**src/rtl/maquina_de_cafe.sv**
```systemverilog
// Control FSM for a coin-operated coffee/tea vending machine; registered Moore command on out.
// Optional tea path: define TE_EN to enable it (default build serves coffee only).
module maquina_de_cafe #(
  parameter int TIMEOUT      = 16,
  parameter int SERVE_CYCLES = 4
) (
  input  logic       clk,
  input  logic       rst,
  input  logic       hm,
  input  logic       ha,
  input  logic       bp,
  input  logic       bc,
  input  logic       bt,
  input  logic       hc,
  input  logic       md,
  input  logic       mc,
  output logic [2:0] out,
  output logic [3:0] state
);

  localparam int MAX_CNT = (TIMEOUT > SERVE_CYCLES) ? TIMEOUT : SERVE_CYCLES;
  localparam int CW      = (MAX_CNT > 1) ? $clog2(MAX_CNT) : 1;

  localparam logic [CW-1:0] LAST_WAIT  = CW'(TIMEOUT - 1);
  localparam logic [CW-1:0] LAST_SERVE = CW'(SERVE_CYCLES - 1);

  localparam logic [2:0] CMD_IDLE   = 3'b000;
  localparam logic [2:0] CMD_COFFEE = 3'b001;
  localparam logic [2:0] CMD_TEA    = 3'b010;
  localparam logic [2:0] CMD_RETURN = 3'b100;

  typedef enum logic [3:0] {
    IDLE        = 4'b0000,
    AGUA        = 4'b0001,
    DEVOLVER    = 4'b0010,
    BOTON       = 4'b0011,
    CAFE        = 4'b0100,
    MONEDA      = 4'b0101,
    SERVIR_CAFE = 4'b0110,
    SERVIR_TE   = 4'b0111
  } state_t;

  state_t          st, st_next;
  logic [CW-1:0]   cnt, cnt_next;
  logic            sel_te, sel_te_next;
  logic [2:0]      out_next;
  logic            wait_done, serve_done;
  logic            tea_req;

`ifdef TE_EN
  assign tea_req = bp & bt;
`else
  // Without the tea path bt has no effect; a tea-only press just waits in BOTON.
  logic unused_bt;
  assign unused_bt = bt;
  assign tea_req   = 1'b0;
`endif

  assign wait_done  = (cnt == LAST_WAIT);
  assign serve_done = (cnt == LAST_SERVE);

  // One counter serves both roles: wait-timeout in AGUA..MONEDA, hold time in SERVIR_*.
  always_comb begin
    st_next     = st;
    sel_te_next = sel_te;
    cnt_next    = cnt + 1'b1;

    case (st)
      IDLE: begin
        sel_te_next = 1'b0;
        cnt_next    = '0;
        if (hm) st_next = AGUA;
      end
      AGUA: begin
        if (ha)             st_next = BOTON;
        else if (wait_done) st_next = DEVOLVER;
      end
      BOTON: begin
        if (bp && bc) begin
          st_next     = CAFE;
          sel_te_next = 1'b0;
        end else if (tea_req) begin
          st_next     = MONEDA;
          sel_te_next = 1'b1;
        end else if (wait_done) begin
          st_next = DEVOLVER;
        end
      end
      CAFE: begin
        if (hc)             st_next = MONEDA;
        else if (wait_done) st_next = DEVOLVER;
      end
      MONEDA: begin
        // An insufficient coin wins even when the full-price flag is also set.
        if (mc)             st_next = DEVOLVER;
        else if (md)        st_next = sel_te ? SERVIR_TE : SERVIR_CAFE;
        else if (wait_done) st_next = DEVOLVER;
      end
      SERVIR_CAFE, SERVIR_TE: begin
        if (serve_done) st_next = IDLE;
      end
      DEVOLVER: st_next = IDLE;
      default:  st_next = IDLE;
    endcase

    if (st_next != st) cnt_next = '0;
  end

  always_comb begin
    out_next = CMD_IDLE;
    case (st_next)
      SERVIR_CAFE: out_next = CMD_COFFEE;
      SERVIR_TE:   out_next = CMD_TEA;
      DEVOLVER:    out_next = CMD_RETURN;
      default:     out_next = CMD_IDLE;
    endcase
  end

  always_ff @(posedge clk or posedge rst) begin
    if (rst) begin
      st     <= IDLE;
      cnt    <= '0;
      sel_te <= 1'b0;
      out    <= CMD_IDLE;
    end else begin
      st     <= st_next;
      cnt    <= cnt_next;
      sel_te <= sel_te_next;
      out    <= out_next;
    end
  end

  assign state = st;

endmodule

```
**config.mk**
```make
export PLATFORM = sky130hd
export DESIGN_NAME = maquina_de_cafe
export DESIGN_NICKNAME = d
export VERILOG_FILES = /design/src/rtl/maquina_de_cafe.sv
export SDC_FILE = /design/constraint.sdc
export NUM_CORES = 1
export LEC_CHECK = 0
export ABC_AREA = 1
export CAP_MARGIN = 20
export CORE_MARGIN = 4
export CORE_UTILIZATION = 43
export DETAILED_ROUTE_END_ITERATION = 10
export PLACE_DENSITY = 0.73
export REMOVE_ABC_BUFFERS = 1
export SLEW_MARGIN = 20
export SYNTH_ARGS = -nofsm -noshare
export SYNTH_HDL_FRONTEND = slang
export SYNTH_SLANG_ARGS = --single-unit
```
**constraint.sdc**
```tcl
create_clock -name clk -period 1.65 [get_ports clk]
set_clock_uncertainty 0.15 [all_clocks]
set_input_delay 0.33 -clock clk [delete_from_list [all_inputs] [get_ports clk]]
set_output_delay 0.33 -clock clk [all_outputs]
set_load 0.03 [all_outputs]
```
-- After elaboration in Yosys (flattened, before gate mapping)
Cells that the tools add are included.
W data, S select, Z words.
- register bits: 12
- latch bits: 0
- memory bits (writable): 0
- ROM bits: 0
- input port bits: 10
- output and inout bits: 7
- memories kept: 0
- add/sub/neg operators: 1
- multiply operators: 0
- divide/modulo/power cells: 0
- magnitude comparators: 0
- equal/unequal tests: 13
- shift-type cells: 0
- multiplexer cells: 15
- bitwise logic cells: 0
- reduce and logical (&&, ||, !) cells: 5
- operators by type and width (operator ; count):
    $mux W4 ; 10
    $eq A4 B3 Y1 const B ; 6
    $pmux W4 S6 ; 1
    $eq A4 B2 Y1 const B ; 3
    $pmux W3 S3 ; 1
    $add A4 B1 Y4 const B ; 1
    $eq A4 B1 Y1 const B ; 1
    $eq A4 B4 Y1 const B ; 1
    $logic_not A4 Y1 ; 1
    $ne A4 B4 Y1 ; 1
    $mux W1 ; 2
    $ne A2 B2 Y1 const B ; 1
    $pmux W1 S2 ; 1
    $reduce_and A2 Y1 ; 1
    $reduce_bool A2 Y1 ; 1
    $reduce_or A2 Y1 ; 1
    $logic_and A1 B1 Y1 ; 1

-- Depth between registers and ports, before layout
Gate-level depths: netlist of the first run.
- depth in word-level cells: 7
- gate-level depth with buffers: 12
- mapped depth without buffers: 12

-- Least setup slack after synthesis of the first run
OpenSTA, ideal clock, no wires.
- path kind: register to register
- start point: register st[0], in the netlist state[0]
- end point: register cnt[3]
- library setup time: 116 ps
- data arrival time: 1373 ps
- data required time: 1384 ps
- path slack: 11 ps
- stages on the path, launching flop included: 13
- path buffers: 1
- cell sequence: dfrtp_1 > buf_6 > nand2_1 > inv_1 > nand3_1 > nand3_1 > nand2_1 > nand2_2 > nand2_1 > nand2_1 > clkinv_1 > nand2_2 > nor2_1
- elaborated cells between the ends (all ways): 20
- those cells by class: 7 x eq/ne; 11 x mux; 2 x reduce/logical
- RTL lines (what ; RTL line ; source):
    from (decl) ; 43 ; state_t st, st_next;
    from (signal assigned) ; 126 ; st <= st_next;
    $eq A4 B3 Y1 ; 68 ; case (st)
    $reduce_or A2 Y1 ; 68 ;
    $pmux W4 S6 * ; 68 ;
    named net st_next[1] ; 43 ;
    $ne A4 B4 Y1 * ; 106 ; if (st_next != st) cnt_next = '0;
    $mux W4 * ; 106 ;
    named net cnt_next[3] ; 44 ; logic [CW-1:0] cnt, cnt_next;
    to (signal assigned) ; 127 ; cnt <= cnt_next;
    to (decl) ; 44 ;
The timed path passes the listed nets; every way through them passes the cells marked *.
A chain may end at the register's enable or synchronous reset.

-- Worst setup path after layout of the first run
- start point: register cnt[1]
- end point: register cnt[3]
- cells in the longest elaborated chain, start to end: 7
- elaborated cells between the ends (all ways): 14
- those cells by class: 1 x add/sub; 3 x eq/ne; 10 x mux
- ends and longest elaborated chain (what ; RTL line ; source):
    $eq A4 B4 Y1 ; 59 ; assign wait_done = (cnt == LAST_WAIT);
    $mux W4 ; - ;
    $mux W4 ; 96 ; else if (md) st_next = sel_te ? SERVIR_TE : SERVIR_CAFE;
    $mux W4 ; 95 ; if (mc) st_next = DEVOLVER;
    $pmux W4 S6 * ; 68 ;
    named net st_next[0] ; 43 ;
    $ne A4 B4 Y1 * ; 106 ;
    $mux W4 * ; 106 ;
    named net cnt_next[3] ; 44 ;
Marked as above.

==> flow_summary.yaml, run 1 <==
critical_path:
  crit_top_cell: "nand2_2"
  crit_path_end_kind: "register"
  crit_arrival_ns: 1.67
  r2r-start: "cnt[1]"
  cp_top_family: "simple AND/OR/NAND/NOR gates"
  path_buf_inv: 0
  critPathLaunch: "cnt[1]"
  crit_required_ns: 1.69
  cpPeakStageDelay_ns: 0.42
  crit_path_cell_trace: "ha_4 -> nand3_4 -> nand2_2 -> a21oi_2 -> nor2_4 -> nand2_4 -> nand2_2 -> nand2_2 -> nand2_4 -> nor2_2"
  critPathSlowestCell: "dfrtp_1"
  critPathKind: "register to register"
  start_kind: "register"
  path_max_fanout: 5
pwr:
  power_leakage_nw: 0.5793
  total_power_mw: 0.6256
  vdd_drop_max_v: 0.0005472
  powerDensity_mw_per_mm2: 568.9
global_routing:
  grt_overflow: 0
  grt_antenna_before_repair: 0
  grt_pass1_wl_um: 2856
  grt_pass1_vias: 657
  grt_max_degree: 12
  grt.total_usage_pct: 14.90
clocking:
  cts_buffer_depth: 2
  clk_pin_slew_ns: 0.06
  clock-sinks: 11
  clk_latency_ns: 0.25
  cts_made_buffers: 3
  cts_root_buf: "clkbuf_4"
  tritoncts: "yes"
  htree_levels: 1
synth:
  synth.distinct_cells: 21
  synth-seq-cells: 11
  synthArstFlopShare_pct: 100.0
  synthCells: 99
  yosys_warnings: 0
  synth_area_um2: 721.9
  ys_top_cells_by_count: "nand2_1, nand3_1, inv_1"
  synth_top_area_share_pct: 38.13
  synth.area.top_cells: "dfrtp_1, nand2_1, nand3_1, nand2_2, inv_1"
  synth_most_common_cell: "nand2_1"
  synth_largest_area_cell: "dfrtp_1"
  synthFlopType: "dfrtp_1"
  seq_area_frac_synth_pct: 38.13
  syn_avg_cell_area_um2: 7.292
  synth_enable_flop_cells: 0
cells_and_area:
  syn_to_final_growth_pct: 52.34
  antenna_cells: 0
  drive_gt1_share_pct: 39.53
  final_nets: 141
  final_util_pct: 71.35
  final_area_mm2: 0.001100
die:
  die_height_um: 48.98
  die_width_um: 48.98
  row_count: 14
  initial_utilization_pct: 46.83
  io-pin-count: 17
  coreArea_mm2: 0.001541
  die_area_mm2: 0.002399
run_status:
  outcome: "complete, no violations"
sta:
  finalSetupViolations: 0
  fin_ws_ns: 0.01746
  maxSlewViolCount: 0
  post-route-period-util_pct: 98.94
  grt_setup_unrepaired: "true"
  tns_ns: 0
  fmax_mhz: 612.5
  fin_crit_ns: 1.633
  hold_violations: 0
route:
  post_drt_wl_per_cell_um: 12.34
  wirelength_um: 1790
  dr.pass1.iters: 5
  viasPerCell: 4.931
  remaining_drc_errors: 0
  num_vias: 715
  antenna_left: 0
  drt_iter0_markers: 5
placement:
  hpwl_um: 1330
  place_congestion: 0.8330
  placed_area_um2: 938.4
  placement.io_buffers: 15
  dp_worst_setup_slack_ns: -0.1898
worst_hold_path:
  min_path_type: "input port to asynchronous set/reset pin"
run:
  maxCapViolCount: 0
## path summary, 6_finish.rpt
kind	cells after the start	slack [ns]	end
min	2	0.20	out[2]
min reg2reg	3	0.56	cnt[1]
max reg2reg	10	0.02	cnt[3]
min in group clk	3	0.56	cnt[1]
max	10	0.02	cnt[3]
max in group asynchronous	2	0.86	state[2]
## layout by cell type, fill, tap and decap left out
cell             Yosys  routed
inv_2                1       1
nor3b_1              1       1
and3b_1              1       1
nand2_1             21      16
buf_6                1       3
inv_1               13      13
a21oi_2              1       2
a21oi_1              3       2
nand4_1              3       3
o21ai_2              1       1
nor2_2               3       5
nor2_4               2       4
dfrtp_1             11      10
dlygate4sd2_1        0       5
buf_4                0      10
dfrtp_2              0       1
nand3_1             15      11
nand2_4              0       3
nand2_2              8      10
ha_4                 0       1
inv_8                0       1
nand3_2              1       4
clkdlybuf4s15_1      0       1
clkbuf_4             0       3
nor2_1               9       5
nand3_4              0       1
conb_1               1       1
or2_2                1       1
clkdlybuf4s50_1      0       8
clkbuf_1             0       1
## flip-flops by register name, summed over array words and instances (netlist names)
name,cells
state,4
cnt,4
out,3
## what timing repair did
| action | in CTS | in global routing |
|---|---|---|
| endpoints found under the setup margin | 11 | 8 |
| gates resized for setup | 9 | 28 |
| pin swaps | 1 | 13 |
| hold buffers | 0 | 0 |
| buffers inserted | 0 | 4 |
## cells by family after synthesis
group                    synth area share (%)
AND/OR/NAND/NOR                         45.76
AO/OA/AOI/OAI                           4.506
buffers and inverters                   9.358
flip-flops                              38.13
adder cells (fa/ha/maj)                 1.733
other                                  0.5194
## where the power goes
group / switching, mW / leakage, nW / internal [mW]
Clock: 0.0738 / 0.0150 / 0.0930
Sequential: 0.0113 / 0.148 / 0.278
Combinational: 0.0909 / 0.416 / 0.0785
Total: 0.176 / 0.579 / 0.450
## cell type report
type                       instances  area (µm²)
clock buffer                       4       26.28
tap                               16       20.02
multi-input combinational         72       470.5
fill                             127       441.7
timing repair buffer              27       242.7
sequential                        11       276.5
inverter                          15       63.81
## metrics by stage
stage | cells | hold slack [ns]
5_1_grt | 145 | 0.2166
6_report | 145 | 0.1961
4_1_cts | 141 | 0.2018
3_5_place_dp | 137 | 0.4798
2_1_floorplan | 98 | 0.03244
3_3_place_gp | 137 | 0.4623
## worst register-to-register path, cell delays in order, from the launching register on
cell	delay, ns
dfrtp_1	0.42
ha_4	0.20
nand3_4	0.10
nand2_2	0.07
a21oi_2	0.20
nor2_4	0.07
nand2_4	0.08
nand2_2	0.05
nand2_2	0.07
nand2_4	0.07
nor2_2	0.10
## metal layers
metal | wire length [µm] | part of all wire [%] | track usage (%)
met1 | 844 | 47 | 19.81
met2 | 874 | 49 | 22.83
met3 | 58 | 3.2 | 3.364
met4 | 13 | 0.73 | 6.726
met5 | 0 | 0 | 0
Power figures use the tool's default switching activity.
==> run 2: changes to the inputs <==
--- a/config.mk
+++ b/config.mk
@@ -8,9 +8,9 @@
 export ABC_AREA = 1
 export CAP_MARGIN = 20
 export CORE_MARGIN = 4
-export CORE_UTILIZATION = 43
+export CORE_UTILIZATION = 39
 export DETAILED_ROUTE_END_ITERATION = 10
-export PLACE_DENSITY = 0.73
+export PLACE_DENSITY = 0.68
 export REMOVE_ABC_BUFFERS = 1
 export SLEW_MARGIN = 20
 export SYNTH_ARGS = -nofsm -noshare
==> flow_summary.yaml, run 2 (same netlist as run 1, synthesis figures left out) <==
pwr:
  p_int_mw: 0.4364
  p_comb_share_pct: 23.2
  pwr-share-seq_pct: 46.6
  p_switching_mw: 0.1948
  powerDensity_mw_per_mm2: 604.2
  vdd_drop_max_v: 0.0006134
  power_leakage_nw: 0.5279
  switching_share_pct: 30.85
  clkPwrFrac_pct: 30.2
clocking:
  clk_latency_ns: 0.27
  clock-sinks: 11
  tritoncts: "yes"
  htree_levels: 1
  clk_pin_slew_ns: 0.08
  cts_root_buf: "clkbuf_4"
  cts_buffer_depth: 2
  cts_made_buffers: 3
cells_and_area:
  antenna_cells: 0
  final_nets: 137
  final_area_mm2: 0.001045
  syn_to_final_growth_pct: 44.71
  final_cell_mix: "nand2_1, inv_1, nand3_1, buf_4, nand2_2"
  final_util_pct: 59.86
  fillers: 163
  drive_gt1_share_pct: 40.00
  layout_commonest_cell: "nand2_1"
sta:
  hold_violations: 0
  fin_crit_ns: 1.621
  maxSlewViolCount: 0
  tns_ns: 0
  fmax_mhz: 616.8
  fin_ws_ns: 0.02865
  post-route-period-util_pct: 98.26
  grt_setup_unrepaired: "true"
  finalSetupViolations: 0
critical_path:
  start_kind: "register"
  crit_required_ns: 1.67
  worstRegToRegCells: 7
  path_max_fanout: 5
  crit_arrival_ns: 1.64
  critPathKind: "register to register"
  crit_path_end_kind: "register"
route:
  post_drt_wl_per_cell_um: 10.95
  viasPerCell: 4.713
  dr.pass1.iters: 4
  remaining_drc_errors: 0
  wirelength_um: 1642
  drt_iter0_markers: 23
  num_vias: 707
  antenna_left: 0
die:
  die_height_um: 51.03
  coreArea_mm2: 0.001745
  die_area_mm2: 0.002604
  die_width_um: 51.03
  initial_utilization_pct: 41.36
  row_count: 15
  io-pin-count: 17
global_routing:
  grt_pass1_wl_um: 2746
  grt_antenna_before_repair: 0
  grt_pass1_vias: 628
  grt.total_usage_pct: 13.96
  grt_max_degree: 12
  grt_overflow: 0
placement:
  place_congestion: 0.7833
  placement.io_buffers: 15
  dp_worst_setup_slack_ns: -0.1401
  hpwl_um: 1178
  placed_area_um2: 932.1
run_status:
  outcome: "complete, no violations"
worst_hold_path:
  min_path_type: "input port to asynchronous set/reset pin"
run:
  maxCapViolCount: 0
==> run 2: changes by cell type in the layout (fill, tap and decap cells not counted), moves of 2 or more <==
cell	change
buf_6	-3
dfrtp_1	-3
dfrtp_2	+3
nand2_1	+3
dlygate4sd2_1	-2
nand2_4	-2
nor2_2	+2
==> run 2: critical path: stages, from the launching register on <==
cell and delay, ns:
dfrtp_1 0.41, ha_4 0.19, nand3_4 0.11, nand3_2 0.08, a21oi_2 0.17, nand2_2 0.08, buf_4 0.14, and3b_1 0.17
==> run 2: timing repair <==
action                                  CTS  global route
endpoints found under the setup margin    9             9
hold buffers                              0             0
setup buffers                             0             2
pin swaps                                 0            10
resized for setup                         8            22
==> run 2: power groups by stage <==
stage,clock network [mW],logic (mW),registers [mW]
after floorplan,0,0.0628,0.305
after global placement,0,0.129,0.295
after detailed placement,0,0.130,0.295
after CTS,0.197,0.133,0.290
after global routing,0.218,0.163,0.296
final,0.191,0.146,0.294
==> run 2: final timing paths <==
check	startpoint	to	slack [ns]
worst max-delay path	cnt[1]	out[0]	0.03
worst min-delay path	rst	cnt[0]	0.19
worst max register to register	cnt[1]	out[0]	0.03
worst min register to register	cnt[0]	cnt[0]	0.54
max in group asynchronous	rst	state[1]	0.85
min in group clk	cnt[0]	cnt[0]	0.54
==> run 2: area by class of cell <==
| class | instances | area [µm²] | share of cell area (%) |
|---|---|---|---|
| timing repair buffer | 23 | 201.4 | 19.28 |
| clock inverter | 1 | 5.005 | 0.4790 |
| sequential | 11 | 280.3 | 26.83 |
| multi-input combinational | 72 | 445.4 | 42.63 |
| inverter | 15 | 58.81 | 5.629 |
| tap | 25 | 31.28 | 2.994 |
| clock buffer | 3 | 22.52 | 2.156 |
==> run 2: layer usage <==
layer  share of wire (%)  GRT usage [%]  vias up  wire [µm]
met3                 4.3          5.539        3         71
met5                   0              0        -          0
met2                  48          21.67       12        791
li1                    -              -      368          -
met1                  47          18.30      324        770
met4                0.61          2.691        0         10
==> run 2: metrics by stage <==
stage	power (mW)	hold WS [ns]	std cells
after floorplan	0.3676	0.03244	98
after global placement	0.4241	0.4530	144
after detailed placement	0.4259	0.4693	144
after CTS	0.6196	0.1978	148
after global routing	0.6767	0.2300	150
final	0.6312	0.1891	150
==> patch 1: new RTL, flow settings as in run 2 <==
Make the reset (`rst`) synchronous in one clocked block.
--- a/src/rtl/maquina_de_cafe.sv
+++ b/src/rtl/maquina_de_cafe.sv
@@ -117,5 +117,5 @@
   end
 
-  always_ff @(posedge clk or posedge rst) begin
+  always_ff @(posedge clk) begin
     if (rst) begin
       st     <= IDLE;
Function: differs if rst is asserted again (counterexample within 4 cycles, from zero or initial values and one cycle with rst high); with rst held inactive, the same outputs for 10 cycles.
==> patch 1 against run 2 <==
The run now ends with negative setup slack left. Sequential cell count unchanged. Design area increased by 15%. Routed wire length increased by 34%. Core utilization increased by 9.6 points. Die area decreased by 1.6%. Count of clock-buffer cells in the layout increased by 1. First-iteration DRC count decreased by 52%. Synthesized area decreased by 1.9%. Setup slack got worse by 0.055 ns. Power decreased by 8.8%. Critical endpoint is now cnt[1]$_SDFF_PP0_.
==> patch 1: results (changes against run 2) <==
* P_comb at 112 uW (-23%)
* DR iter-0 viols at 11 (-52%)
* R2R cell count at 10 (+3)
* Slowest CP cell: dfxtp_1
* Number of fill cells at 138 (-15%)
* Clock buf count at 4 (+1)
* Synth-to-layout area growth at 69.43%
* Cell Count Post-Placement at 153 (+6.3%)
* Share of cells above drive strength 1 at 58.39% (+18 points)
* Async SR Flop Fraction at 0% (-100 points)
* Area after DPL at 957.2 sq um (+2.7%)
* Worst vdd ir at 0.5943 mV (-3.1%)
* Status: complete, but fails checks
* Buffers excl. clock at 30 (+30%)
* Largest net degree at the start of global routing at 7 (-5)
* DP HPWL at 1.366 mm (+16%)
* Setup violators final at 2 (+2)
* Register Area at 234.0 sq um (-17%)
* Seq/Total Area, Yosys at 31.10% (-7.0 points)
* Vias per cell at 4.840 (+2.7%)
* Flop2flop setup slack at -0.03 ns (-0.06 ns)
* Hold_ws at 0.3804 ns (+0.1913 ns)
* Leak at 0.0005368 uW (+1.7%)
* CP Max Fanout at 4 (-1)
* Slowest cell delay on critical path at 0.49 ns (+0.08 ns)
* Mapped Cells at 103 (+4.0%)
* Layout clock area frac at 2.190% (-0.44 points)
* Vias in the first global route at 728 (+16%)
* Worst hold path type: reg -> reg
* Multi-input gate share of total cell area at 49.64% (+7.0 points)
* Library cells used by synthesis at 23 (+9.5%)
* Inverters at 14 (-1)
* Switch share at 28.47% (-2.4 points)
* List of most frequent post-synthesis cells: 27 x nand2_1, 11 x dfxtp_1, 11 x nand3_1, 9 x inv_1, 8 x nand2_2
* Final worst slack at -0.02675 ns (-0.05541 ns)
* Sequential Power Share at 47.6% (+1.0 points)
* Worst reg2reg endpoint: cnt[1]$_SDFF_PP0_
* Data buffer area share at 21.48% (+2.2 points)
* DP Worst Slack at -0.1975 ns (-0.05742 ns)
* Global Route Usage Sum at 16.12% (+2.2 points)
* Violated checks: negative setup slack
* Post-CTS Setup Inserts at 1 (+1)
[patch 1: cell types whose count changed after synthesis, sizes merged, moves of 3 or more]
cell | before | now
dfrtp | 11 | 0
dfxtp | 0 | 11
nand2 | 29 | 36
nor3 | 0 | 7
nand3 | 16 | 12
nand4 | 3 | 0
[patch 1: per-layer routing]
layer | share of wire, % | vias up | track usage, %
met3 | 4.1 | 6 | 4.748
li1 | - | 387 | -
met4 | 1.2 | 0 | 4.484
met5 | 0 | - | 0
met1 | 43 | 370 | 19.93
met2 | 52 | 21 | 26.96
[patch 1: critical path: cells and delay by family, from the launching register on]
family	cells	cell delay, ns
flops	1	0.49
simple gates	10	0.96
[patch 1: logic make-up after synthesis]
logic type	synth area share (%)
AO/OA/AOI/OAI	3.886
XOR/XNOR	2.474
flip-flops	31.10
other	0.5295
adder cells (fa/ha/maj)	1.767
AND/OR/NAND/NOR	52.83
buffers and inverters	7.419
==> patch 2: new RTL, flow settings as in run 2 <==
Without the edit above. Change the parameter `SERVE_CYCLES` from 4 to 8.
--- a/src/rtl/maquina_de_cafe.sv
+++ b/src/rtl/maquina_de_cafe.sv
@@ -3,5 +3,5 @@
 module maquina_de_cafe #(
   parameter int TIMEOUT      = 16,
-  parameter int SERVE_CYCLES = 4
+  parameter int SERVE_CYCLES = 8
 ) (
   input  logic       clk,
Function: changed (Yosys sat finds a counterexample within 10 cycles, from zero or initial values and one cycle with rst high).
==> patch 2 against run 2 <==
Setup slack worse by 0.025 ns. Synthesized area increased by 0.17%. Power fell by 1.2%. Sequential cell count is the same. Non-clock buffer count increased by 7. Sequential share of layout area is 1.4 points lower. Design area grew 5.6%. Hold slack lost 0.0087 ns. Critical path type unchanged. Count of clock-buffer cells in the layout grew 1. Core utilization rose by 3.4 points. Routed wire length is 14% higher.
==> patch 2: results (changes against run 2) <==
* Clk Latency, worst-skew pair at 0.27 ns (about the same)
* DP HPWL at 1.261 mm (+7.1%)
* Internal power at 439.7 uW (+0.75%)
* Global Route Usage Sum at 13.76% (-0.20 points)
* CTS HTree Levels at 1 (unchanged)
* Diode count at 0 (unchanged)
* Flop2flop setup slack at 0.004 ns (-0.02 ns)
* Area after DPL at 930.9 sq um (-0.13%)
* Layout Cells excl Fill at 159 (+6.0%)
* PortBufs at 15 (unchanged)
* Worst vdd ir at 0.4977 mV (-19%)
* DR iter-0 viols at 25 (+8.7%)
* RePlAce Congestion at 0.8812 (+12%)
* Status: completed
* Top cells by area, synth: dfrtp_1 38%, nand2_1 12%, nand3_1 11%
* Worst hold path type: in -> async
* Cell Count Post-Placement at 146 (+1.4%)
* Max Root-Sink Buffers at 2 (unchanged)
* Num CTS Buffers at 3 (unchanged)
* Leak at 0.0005817 uW (+10%)
* Crit path kind: reg -> reg
* Share of cells above drive strength 1 at 42.54% (+2.5 points)
* Root Buffer: clkbuf_4
* Vias in the first global route at 647 (+3.0%)
* Crit path to: cnt[1]$_DFF_PP0_
* Synth Flop Type: dfrtp_1
* Seq/Total Area, Yosys at 38.06% (-0.066 points)
* DR pass1 iterations at 4 (unchanged)
* Syn. warnings at 0 (unchanged)
* Clk slew on worst S/H paths at 0.07 ns
* CP Max Fanout at 4 (-1)
* Mapped Cells at 101 (+2.0%)
* Crit Reg-Reg Startpoint: cnt[1]$_DFF_PP0_
* Setup violators final at 0 (unchanged)
* R2R cell count at 10 (+3)
* Async SR Flop Fraction at 100.0% (unchanged)
* Number of fill cells at 139 (-15%)
* List of most frequent post-synthesis cells: 23 x nand2_1, 16 x nand3_1, 15 x inv_1, 11 x dfrtp_1, 10 x nor2_1
* Largest net degree at the start of global routing at 12 (unchanged)
* Library cells used by synthesis at 19 (-9.5%)
* Initial antenna violation count at 0 (unchanged)
* Detailed Route WL at 1.875 mm (+14%)
* Vias per cell at 4.780 (+1.4%)
* First-pass GRT wire length at 2.746 mm (unchanged)
* CP arrival at 1.71 ns (+0.07 ns)
[patch 2: cell types whose count changed in the layout (fill, tap and decap cells not counted), sizes merged, moves of 2 or more]
cell	run 2	this run
buf	10	17
clkbuf	3	5
clkdlybuf4s15	2	0
inv	15	17
nand3	16	18
[patch 2: power groups by stage]
stage / logic [uW] / registers (uW) / clock network [uW]
floorplan: 61.4 / 305 / 0
finish: 146 / 293 / 185
CTS: 126 / 291 / 189
global route: 160 / 294 / 208
global placement: 124 / 296 / 0
detailed placement: 126 / 296 / 0
[patch 2: kinds of logic after synthesis]
logic type      synth area share (%)
simple gates                   43.60
buf+inv                        10.38
other cells                   0.5185
flops                          38.06
compound gates                 5.709
fa+ha+maj                      1.730
[patch 2: layout make-up]
cell class | instances | share of cell area, %
sequential | 11 | 25.40
clock buffer | 4 | 2.381
tap | 25 | 2.834
inverter | 17 | 6.009
timing repair buffer | 30 | 22.45
multi-input combinational | 72 | 40.93
[patch 2: timing repair]
action	4_1_cts	5_1_grt
gates cloned	0	0
hold endpoints to repair	0	0
resized for setup	5	22
pin swaps	1	13
endpoints found under the setup margin	8	9
buffers inserted	0	9
[patch 2: worst min path at each step]
stage / from / to / slack [ns] / depth (start not counted)
final: rst / cnt[1]$_DFF_PP0_ / 0.18 / 2
after global routing: rst / cnt[1]$_DFF_PP0_ / 0.21 / 2
after CTS: rst / state[0]$_DFF_PP0_ / 0.20 / 2
after detailed placement: cnt[0]$_DFF_PP0_ / cnt[0]$_DFF_PP0_ / 0.47 / 4
after global placement: cnt[0]$_DFF_PP0_ / cnt[0]$_DFF_PP0_ / 0.46 / 4
after floorplan: rst / cnt[0]$_DFF_PP0_ / 0.03 / 1
[patch 2: critical path, stage by stage, from the launching register on]
cell,delay [ns]
dfrtp_1,0.41
ha_4,0.19
nand3_4,0.10
nand3_2,0.07
a21oi_2,0.19
nand2_2,0.08
nand2_1,0.08
nand2_1,0.05
inv_1,0.06
nand2_2,0.09
nor2_2,0.11
[patch 2: metrics by stage]
stage          utilization, %  hold WS (ns)  total power (uW)  setup slack, ns
5_1_grt                 63.23        0.2114             661.1          -0.1120
3_5_place_dp            53.33        0.4748             421.9          -0.1851
3_3_place_gp            53.33        0.4553             419.5          -0.1490
6_report                63.23        0.1805             623.7         0.004106
4_1_cts                 54.70        0.1994             605.5         -0.01141
2_1_floorplan               -       0.03244             366.1          0.01192
[patch 2: routing by layer]
| layer | track usage (%) | up-vias | part of all wire (%) |
|---|---|---|---|
| li1 | - | 385 | - |
| met1 | 18.59 | 349 | 45 |
| met2 | 21.46 | 22 | 48 |
| met3 | 3.790 | 4 | 5.3 |
| met4 | 3.587 | 0 | 1.1 |
| met5 | 0 | - | 0 |
